--- src/rtl/cross_bar_rr_arbiter_if.sv ---
// cross_bar_rr_arbiter_if: request/ack/grant bundle between one crossbar slave port and its arbiter.
// timeout_err exists only when CB_ARB_TIMEOUT_EN is defined.
interface cross_bar_rr_arbiter_if #(
  parameter int N_MASTERS = 4,
  parameter int IDX_W = $clog2(N_MASTERS)
);
  logic [N_MASTERS-1:0] req;
  logic slave_ack;
  logic [N_MASTERS-1:0] grant;
  logic [IDX_W-1:0] grant_idx;
  logic grant_valid;
`ifdef CB_ARB_TIMEOUT_EN
  logic timeout_err;
  modport master (output req, slave_ack, input grant, grant_idx, grant_valid, timeout_err);
  modport slave (input req, slave_ack, output grant, grant_idx, grant_valid, timeout_err);
`else
  modport master (output req, slave_ack, input grant, grant_idx, grant_valid);
  modport slave (input req, slave_ack, output grant, grant_idx, grant_valid);
`endif
endinterface

--- src/rtl/cross_bar_rr_arbiter.sv ---
// cross_bar_rr_arbiter: per-slave round-robin arbiter holding a one-hot grant until ack or abort.
// Optional forced release after TIMEOUT_CYCLES without ack when CB_ARB_TIMEOUT_EN is defined.
module cross_bar_rr_arbiter #(
  parameter int N_MASTERS = 4,
  parameter int IDX_W = $clog2(N_MASTERS),
  parameter int TIMEOUT_CYCLES = 16
) (
  input logic clk,
  input logic rst,
  cross_bar_rr_arbiter_if.slave bus
);
  typedef enum logic {IDLE, GRANT} state_e;
  state_e state_q, state_d;
  logic [IDX_W-1:0] win_q, win_d, ptr_q, ptr_d, win_nxt, arb_ptr, pick;
  logic [N_MASTERS-1:0] mreq;
  logic found, tmo;
`ifdef CB_ARB_TIMEOUT_EN
  localparam int CNT_W = $clog2(TIMEOUT_CYCLES + 1);
  logic [CNT_W-1:0] cnt_q, cnt_d;
  logic to_q, to_d;
  assign tmo = cnt_q == CNT_W'(TIMEOUT_CYCLES - 1);
`else
  assign tmo = 1'b0;
`endif
  assign win_nxt = (win_q == IDX_W'(N_MASTERS - 1)) ? '0 : win_q + 1'b1;
  // In GRANT the search is a completion re-arbitration: winner masked, pointer already advanced.
  assign arb_ptr = (state_q == GRANT) ? win_nxt : ptr_q;
  assign mreq = (state_q == GRANT) ? bus.req & ~(N_MASTERS'(1) << win_q) : bus.req;
  always_comb begin
    found = 1'b0;
    pick = '0;
    for (int i = N_MASTERS - 1; i >= 0; i--)
      if (mreq[(int'(arb_ptr) + i) % N_MASTERS]) begin
        found = 1'b1;
        pick = IDX_W'((int'(arb_ptr) + i) % N_MASTERS);
      end
  end
  always_ff @(posedge clk)
    if (rst) begin
      state_q <= IDLE;
      win_q <= '0;
      ptr_q <= '0;
`ifdef CB_ARB_TIMEOUT_EN
      cnt_q <= '0;
      to_q <= 1'b0;
`endif
    end else begin
      state_q <= state_d;
      win_q <= win_d;
      ptr_q <= ptr_d;
`ifdef CB_ARB_TIMEOUT_EN
      cnt_q <= cnt_d;
      to_q <= to_d;
`endif
    end
  always_comb begin
    state_d = state_q;
    win_d = win_q;
    ptr_d = ptr_q;
`ifdef CB_ARB_TIMEOUT_EN
    cnt_d = (state_q == GRANT && !bus.slave_ack) ? cnt_q + 1'b1 : '0;
    to_d = 1'b0;
`endif
    if (state_q == IDLE) begin
      state_d = found ? GRANT : IDLE;
      win_d = found ? pick : win_q;
    end else if (bus.slave_ack) begin
      ptr_d = win_nxt;
      state_d = found ? GRANT : IDLE;
      win_d = found ? pick : win_q;
    end else if (!bus.req[win_q] || tmo) begin
      ptr_d = win_nxt;
      state_d = IDLE;
`ifdef CB_ARB_TIMEOUT_EN
      to_d = tmo;
`endif
    end
  end
  always_comb begin
    bus.grant = (state_q == GRANT) ? N_MASTERS'(1) << win_q : '0;
    bus.grant_idx = (state_q == GRANT) ? win_q : '0;
    bus.grant_valid = state_q == GRANT;
`ifdef CB_ARB_TIMEOUT_EN
    bus.timeout_err = to_q;
`endif
  end
endmodule

--- src/flat_wrapper.sv ---
// flat-port wrapper written by rule: the top's interface ports become plain ports
module cross_bar_rr_arbiter_flat 
#(
  parameter int N_MASTERS = 4,
  parameter int IDX_W = $clog2(N_MASTERS),
  parameter int TIMEOUT_CYCLES = 16
)
  (clk, rst, bus_req, bus_slave_ack, bus_grant, bus_grant_idx, bus_grant_valid);
  cross_bar_rr_arbiter_if #(.N_MASTERS(N_MASTERS), .IDX_W(IDX_W)) bus_i ();
  input logic clk;
  input logic rst;
  input wire logic [$bits(bus_i.req)-1:0] bus_req;
  input wire logic [$bits(bus_i.slave_ack)-1:0] bus_slave_ack;
  output wire logic [$bits(bus_i.grant)-1:0] bus_grant;
  output wire logic [$bits(bus_i.grant_idx)-1:0] bus_grant_idx;
  output wire logic [$bits(bus_i.grant_valid)-1:0] bus_grant_valid;
  assign bus_i.req = bus_req;
  assign bus_i.slave_ack = bus_slave_ack;
  assign bus_grant = bus_i.grant;
  assign bus_grant_idx = bus_i.grant_idx;
  assign bus_grant_valid = bus_i.grant_valid;
  cross_bar_rr_arbiter #(.N_MASTERS(N_MASTERS), .IDX_W(IDX_W), .TIMEOUT_CYCLES(TIMEOUT_CYCLES)) u_core (.clk(clk), .rst(rst), .bus(bus_i));
endmodule
--- config.mk ---
export PLATFORM = sky130hd
export DESIGN_NAME = cross_bar_rr_arbiter_flat
export DESIGN_NICKNAME = d
export VERILOG_FILES = /design/src/rtl/cross_bar_rr_arbiter_if.sv /design/src/rtl/cross_bar_rr_arbiter.sv /design/src/flat_wrapper.sv
export SDC_FILE = /design/constraint.sdc
export NUM_CORES = 1
export LEC_CHECK = 0
export BUFFER_PORTS_ARGS = -buffer_cell sky130_fd_sc_hd__buf_4
export CORE_AREA = 2 2 39 41
export CTS_BUF_LIST = sky130_fd_sc_hd__clkbuf_8
export DETAILED_ROUTE_END_ITERATION = 12
export DIE_AREA = 0 0 41 43
export GPL_TIMING_DRIVEN = 0
export SLEW_MARGIN = 20
export SYNTH_ARGS = -nofsm -noshare
export SYNTH_HDL_FRONTEND = slang
export SYNTH_SLANG_ARGS = --single-unit
--- constraint.sdc ---
create_clock -name clk -period 5.1 [get_ports clk]
set_clock_uncertainty 0.15 [all_clocks]
set_input_delay 0.765 -clock clk [delete_from_list [all_inputs] [get_ports clk]]
set_output_delay 0.765 -clock clk [all_outputs]
set_load 0.005 [all_outputs]
# Word-level counts from Yosys, hierarchy flattened
# Cells that the tools add are included.
# totals
ff_bits,5
latchBits,0
ramBits,0
romBits,0
input_bits,7
output_inout_bits,7
n_memories,0
# op_classes
addsub,4
n_mul,0
n_div,0
magnitude_cmp,5
n_eq_ne,3
n_shift,1
mux,35
bitwise,5
n_reduce_logical,4
# ops
op,count
2-bit two-way mux,12
1-bit two-way mux,16
"3-bit by 4-bit less-than comparator with 1-bit output, second input constant",3
1-bit binary-select mux with 2-bit select,5
4-bit two-way mux,2
"2-bit by 3-bit less-than comparator with 1-bit output, second input constant",2
2-bit OR reduction,3
"2-bit by 1-bit adder with 2-bit output, second input constant",2
"2-bit adder, second input constant",2
4-bit bitwise AND,1
"2-bit != test, second input constant",2
4-bit inverter,1
"1-bit by 2-bit << shifter with 4-bit output, first input constant",1
"1-bit bitwise AND, first input constant",3
"2-bit equality test, second input constant",1
2-bit AND reduction,1

# Longest topological paths before layout
# logic_depth
ltp_word,16
depth_mapped,6

# Worst setup path before layout
# Ideal clock, no wire load.
# synth_path
kind,reg-to-reg
from,register u_core.win_q[0]
to,register u_core.win_q[1]
setup_ns,0.060
arrival_ns,1.758
required_time_ns,4.890
slack_ns,3.131
stages_incl_launch_ff,7
cell_sequence,dfxtp_1 > inv_1 > ha_1 > or4b_1 > o311ai_1 > a2bb2o_2 > a32o_1
# synth_between
elab_chain_len,14
elab_cells_between_ends,33
# synth_lines
item,line,rtl
"start, declared",cross_bar_rr_arbiter.sv:14,"logic [IDX_W-1:0] win_q, win_d, ptr_q, ptr_d, win_nxt, arb_ptr, pick;"
"start signal, assigned",cross_bar_rr_arbiter.sv:49,win_q <= win_d;
2-bit by 1-bit adder with 2-bit output or 2-bit equality test (tied branches),cross_bar_rr_arbiter.sv:25,assign win_nxt = (win_q == IDX_W'(N_MASTERS - 1)) ? '0 : win_q + 1'b1;
2-bit two-way mux *,cross_bar_rr_arbiter.sv:25,
via u_core.win_nxt[1],cross_bar_rr_arbiter.sv:14,
2-bit two-way mux *,cross_bar_rr_arbiter.sv:27,assign arb_ptr = (state_q == GRANT) ? win_nxt : ptr_q;
2-bit adder,"cross_bar_rr_arbiter.sv:33, cross_bar_rr_arbiter.sv:35",
1-bit binary-select mux with 2-bit select,cross_bar_rr_arbiter.sv:33,if (mreq[(int'(arb_ptr) + i) % N_MASTERS]) begin
1-bit two-way mux (implied by the code) (2 in a row),cross_bar_rr_arbiter.sv:33,
2-bit two-way mux or 1-bit two-way mux (tied branches) (4 in a row),cross_bar_rr_arbiter.sv:33,
2-bit two-way mux *,"cross_bar_rr_arbiter.sv:66, cross_bar_rr_arbiter.sv:70",
2-bit two-way mux,cross_bar_rr_arbiter.sv:67,end else if (bus.slave_ack) begin
2-bit two-way mux *,cross_bar_rr_arbiter.sv:64,if (state_q == IDLE) begin
# The timed path passes the listed nets; every way through them passes the cells marked *. The select of a mux whose other input is x is not followed.
# A chain may end at the register's enable or synchronous reset.

# Final worst setup path
# layout_path
from,register u_core.win_q[0]
to,output port bus_grant[2]
# layout_between
elab_chain_len,2
# layout_lines
item,line,rtl
1-bit by 2-bit << shifter with 4-bit output,cross_bar_rr_arbiter.sv:80,bus.grant = (state_q == GRANT) ? N_MASTERS'(1) << win_q : '0;
4-bit two-way mux,cross_bar_rr_arbiter.sv:80,
"end, declared",flat_wrapper.sv:14,output wire logic [$bits(bus_i.grant)-1:0] bus_grant;
# No other way between the ends.

==> results by stage <==
Worst setup path:
- The type of destination of the critical path is an output port.
- The critical path ends at bus_grant[2].
- The signal on the critical path passes through inv_1 > ha_1 > and2_1 > buf_4.
- The cell depth of the worst setup path is 4.
- The number of buffers and inverters on the critical path is 2.
- The start point of the critical path is u_core.win_q[0].
- The critical-path maximum fanout is 7.
- The delay of the slowest cell on the worst path is 0.45 ns.
- Data on the critical path is required at its endpoint by between 4 and 5 ns.
- The setup check on the worst reg-to-reg path leaves a slack of 2.91 ns.
- The arrival time at the worst endpoint is between 1 and 1.5 ns.
- For the worst flop-to-flop path, the logic depth is 6.
- The worst flop-to-flop path endpoint is u_core.win_q[1].
- The critical path class is reg2out.
- The launching point of the worst reg2reg path is u_core.win_q[0].
- The cell family with the largest share of critical-path delay is flip-flops.
- The worst setup path is launched from a flip-flop.
- The library cell contributing the largest single delay on the critical path is sky130_fd_sc_hd__dfxtp_1.

Hold path:
- The min-delay analysis places its worst path in the category reg2reg.
- The number of stages on the worst hold path is 2.

Power:
- VDD sags by at most about 190 µV.
- The total power consumption of the routed design is between 150 and 200 µW.
- The static leakage is approximately 0.00029 µW.
- Dividing total power by cell area gives a power density of about 290 nW/µm².

GRT:
- The maximum number of pins on one net before global-route repair is 11.
- The initial antenna violation count is 0.
- Global routing finished with a remaining overflow of 0.
- The aggregate global-route resource usage is between 10% and 20%.
- The global-route wire length before repair is 2.083 mm.
- The via count of the first global-routing pass is between 400 and 500.

Finish:
- The final-layout fill cell count is 140.
- The proportion of layout cells with a drive suffix above 1 is 26.92%.
- Relative to the synthesized area, the layout overhead comes to 32.50%.
- The final net count is 90.
- The antenna diode instance count is 0.

Yosys:
- Ranked by total cell area, the synthesized netlist is headed by sky130_fd_sc_hd__dfxtp_1, sky130_fd_sc_hd__ha_1, sky130_fd_sc_hd__nor2_1, sky130_fd_sc_hd__mux2i_1, sky130_fd_sc_hd__and2_1.
- The library cell with the highest instance count after synthesis is sky130_fd_sc_hd__nor2_1.
- Synthesis produced a netlist whose cell count is between 60 and 70.
- By count the netlist is led by sky130_fd_sc_hd__nor2_1, sky130_fd_sc_hd__inv_1, sky130_fd_sc_hd__dfxtp_1, sky130_fd_sc_hd__and2_1, sky130_fd_sc_hd__ha_1.
- The post-synth net total is just over 70.
- The fraction of synthesized cell area taken by the top area cell type is 20.00%.
- The number of different library cells used by synthesis comes to 26.
- The mean instance size in the synthesized netlist is about 8.2 µm².
- The number of enable flip-flop cells after synthesis is 0.
- The fraction of registers with async set or reset after synthesis is 0%.
- After synthesis, flip-flops and latches occupy approximately a fifth of the total area.
- After synthesis the cells add up to approximately 500 µm².
- In the synthesized netlist the dominant register cell turns out to be sky130_fd_sc_hd__dfxtp_1.
- The synthesized design contains 5 register bits.
- The biggest area contributor in the post-synthesis netlist is sky130_fd_sc_hd__dfxtp_1.
- The number of synthesis warnings is 0.

Clock network:
- The maximum clock path buffer count is 2.
- The number of clock buffers inserted by TritonCTS is 3.
- Clock-pin slew was measured on the worst setup and hold paths at about 0.040 ns.
- The later pin in the worst-skew pair is clocked with a latency of 0.23 ns.
- The deepest level of the CTS H-tree is 1.
- The TritonCTS sink count is 5.
- Gates resized during post-CTS repair numbered 0.
- The total setup buffers inserted after CTS is 0.
- The TritonCTS clock tree is yes.
- The CTS root buffer is sky130_fd_sc_hd__clkbuf_8.
- The number of hold buffers added after CTS was 0.

STA:
- Setup repair after global routing left no endpoint under its margin.
- The number of setup violations in the final report is 0.
- The final cycle utilization of the critical path is around 45%.
- Setup total negative slack on the finished layout was measured at 0 ns.
- The transition at the pin with the smallest max-transition slack is between 0.4 and 0.5 ns.
- The final number of max-transition violations is 0.
- Headroom to the max-slew limit came out at between 70% and 80%.
- The highest clock frequency the design can meet is around 0.44 GHz.
- The post-layout minimum cycle time is around 2.3 ns.
- The final-report hold violation count is 0.

Route:
- In this run the remaining antenna-violating nets after routing total 0.
- The number of detailed-route iterations in the first pass is 4.
- Summed over all layers, the routed wires come to around 1.2 mm.
- The remaining routing DRC violations is 0.
- After detailed routing, the average wire length per cell comes to between 10 and 15 µm.
- After detailed routing, the number of vias per cell comes to between 5 and 6.
- The detailed router finished its first iteration with 15 violations.
- The total number of vias is approximately 520.

Place:
- The HPWL after detailed placement is roughly 920 µm.
- The congestion estimate from routability-driven global placement came to about 0.77.
- The number of input and output port buffers inserted is 13.

Floorplan:
- The number of primary I/O pins is 14.
- For this configuration, the core starts out at a cell density of between 30% and 40%.
- After floorplanning, the core was sized to cover about 1400 µm².
- The die is around 43 µm tall.
- The area enclosed by the die boundary is 1763 µm².
- The number of rows created at floorplan is 14.
- The chip width is between 40 and 50 µm.

Run status:
- The flow ran to the end, and the final reports show no timing, DRC or antenna violations.

Job:
- The number of maximum-capacitance constraint violations is 0.
[cell usage in the layout (no fill, tap or decap), types with 2 or more instances in the layout]
cell                        n
sky130_fd_sc_hd__nand2_1    2
sky130_fd_sc_hd__o32ai_1    2
sky130_fd_sc_hd__mux2i_1    3
sky130_fd_sc_hd__dfxtp_1    5
sky130_fd_sc_hd__a21oi_1    3
sky130_fd_sc_hd__o221ai_1   2
sky130_fd_sc_hd__buf_4     13
sky130_fd_sc_hd__and2_1     4
sky130_fd_sc_hd__or4b_1     2
sky130_fd_sc_hd__clkbuf_8   3
sky130_fd_sc_hd__nand2b_1   3
sky130_fd_sc_hd__ha_1       4
sky130_fd_sc_hd__inv_1      7
sky130_fd_sc_hd__nor2_1    11
[cells by family (layout without fill, tap and decap cells)]
group	Yosys count	count (layout)	synth area share, %
compound gates	16	16	26.50
fa+ha+maj	4	4	10.00
buf+inv	7	24	5.499
flops	5	5	20.00
mux	4	4	10.50
simple gates	25	25	27.50
[per-stage QoR]
step,cell area (µm²),worst slack [ns],std cells,hold WS (ns),util (%)
CTS,663.1,2.809,94,0.3818,47.92
global route,663.1,2.691,94,0.4372,47.92
finish,663.1,2.820,94,0.3745,47.92
detailed placement,618.1,2.891,90,0.3719,44.67
global placement,618.1,2.906,90,0.3577,44.67
floorplan,500.5,3.131,61,0.3340,-
[state kept, by name, indices dropped and copies added (netlist names)]
| signal | count |
|---|---|
| u_core.ptr_q | 2 |
| u_core.win_q | 2 |
| u_core.bus.grant_valid | 1 |
[how the worst min path moves through the flow]
stage                     slack, ns       startpoint               to
after CTS                      0.38  u_core.ptr_q[0]  u_core.ptr_q[0]
after global placement         0.36  u_core.ptr_q[0]  u_core.ptr_q[0]
final                          0.37  u_core.ptr_q[0]  u_core.ptr_q[0]
after detailed placement       0.37  u_core.ptr_q[0]  u_core.ptr_q[0]
after global routing           0.44  u_core.ptr_q[0]  u_core.ptr_q[0]
after floorplan                0.33  u_core.ptr_q[0]  u_core.ptr_q[0]
[area by class of cell]
class / count / area [µm²] / area share [%]
Buffer: 1 / 5.005 / 0.7547
Clock buffer: 3 / 41.29 / 6.226
Inverter: 6 / 22.52 / 3.396
Multi-Input combinational cell: 49 / 372.9 / 56.23
Sequential cell: 5 / 100.1 / 15.09
Timing Repair Buffer: 13 / 97.59 / 14.72
Tap cell: 16 / 20.02 / 3.019
Clock inverter: 1 / 3.754 / 0.5660
[layer usage]
| metal | part of all wire (%) | wire length [µm] | up-vias | global-route usage, % |
|---|---|---|---|---|
| met3 | 4.9 | 60 | 2 | 3.665 |
| met5 | 0 | 0 | - | 0 |
| met2 | 48 | 577 | 12 | 25.00 |
| li1 | - | - | 259 | - |
| met4 | 2.4 | 29 | 0 | 10.00 |
| met1 | 45 | 546 | 250 | 23.70 |
[report_power, final]
part | switching [µW] | internal [µW] | total [µW]
clock network | 20.7 | 51.7 | 72.4
logic | 34.3 | 34.7 | 69.0
registers | 7.44 | 44.7 | 52.2
total | 62.5 | 131 | 194
[worst reg2reg max path: cells and delay by family (launching register included)]
kind            cells  cell delay, ns
simple gates        1            0.52
compound gates      3            0.48
fa+ha+maj           1            0.39
flops               1            0.45
buf+inv             1            0.14
(Power assumes the default switching activity.)
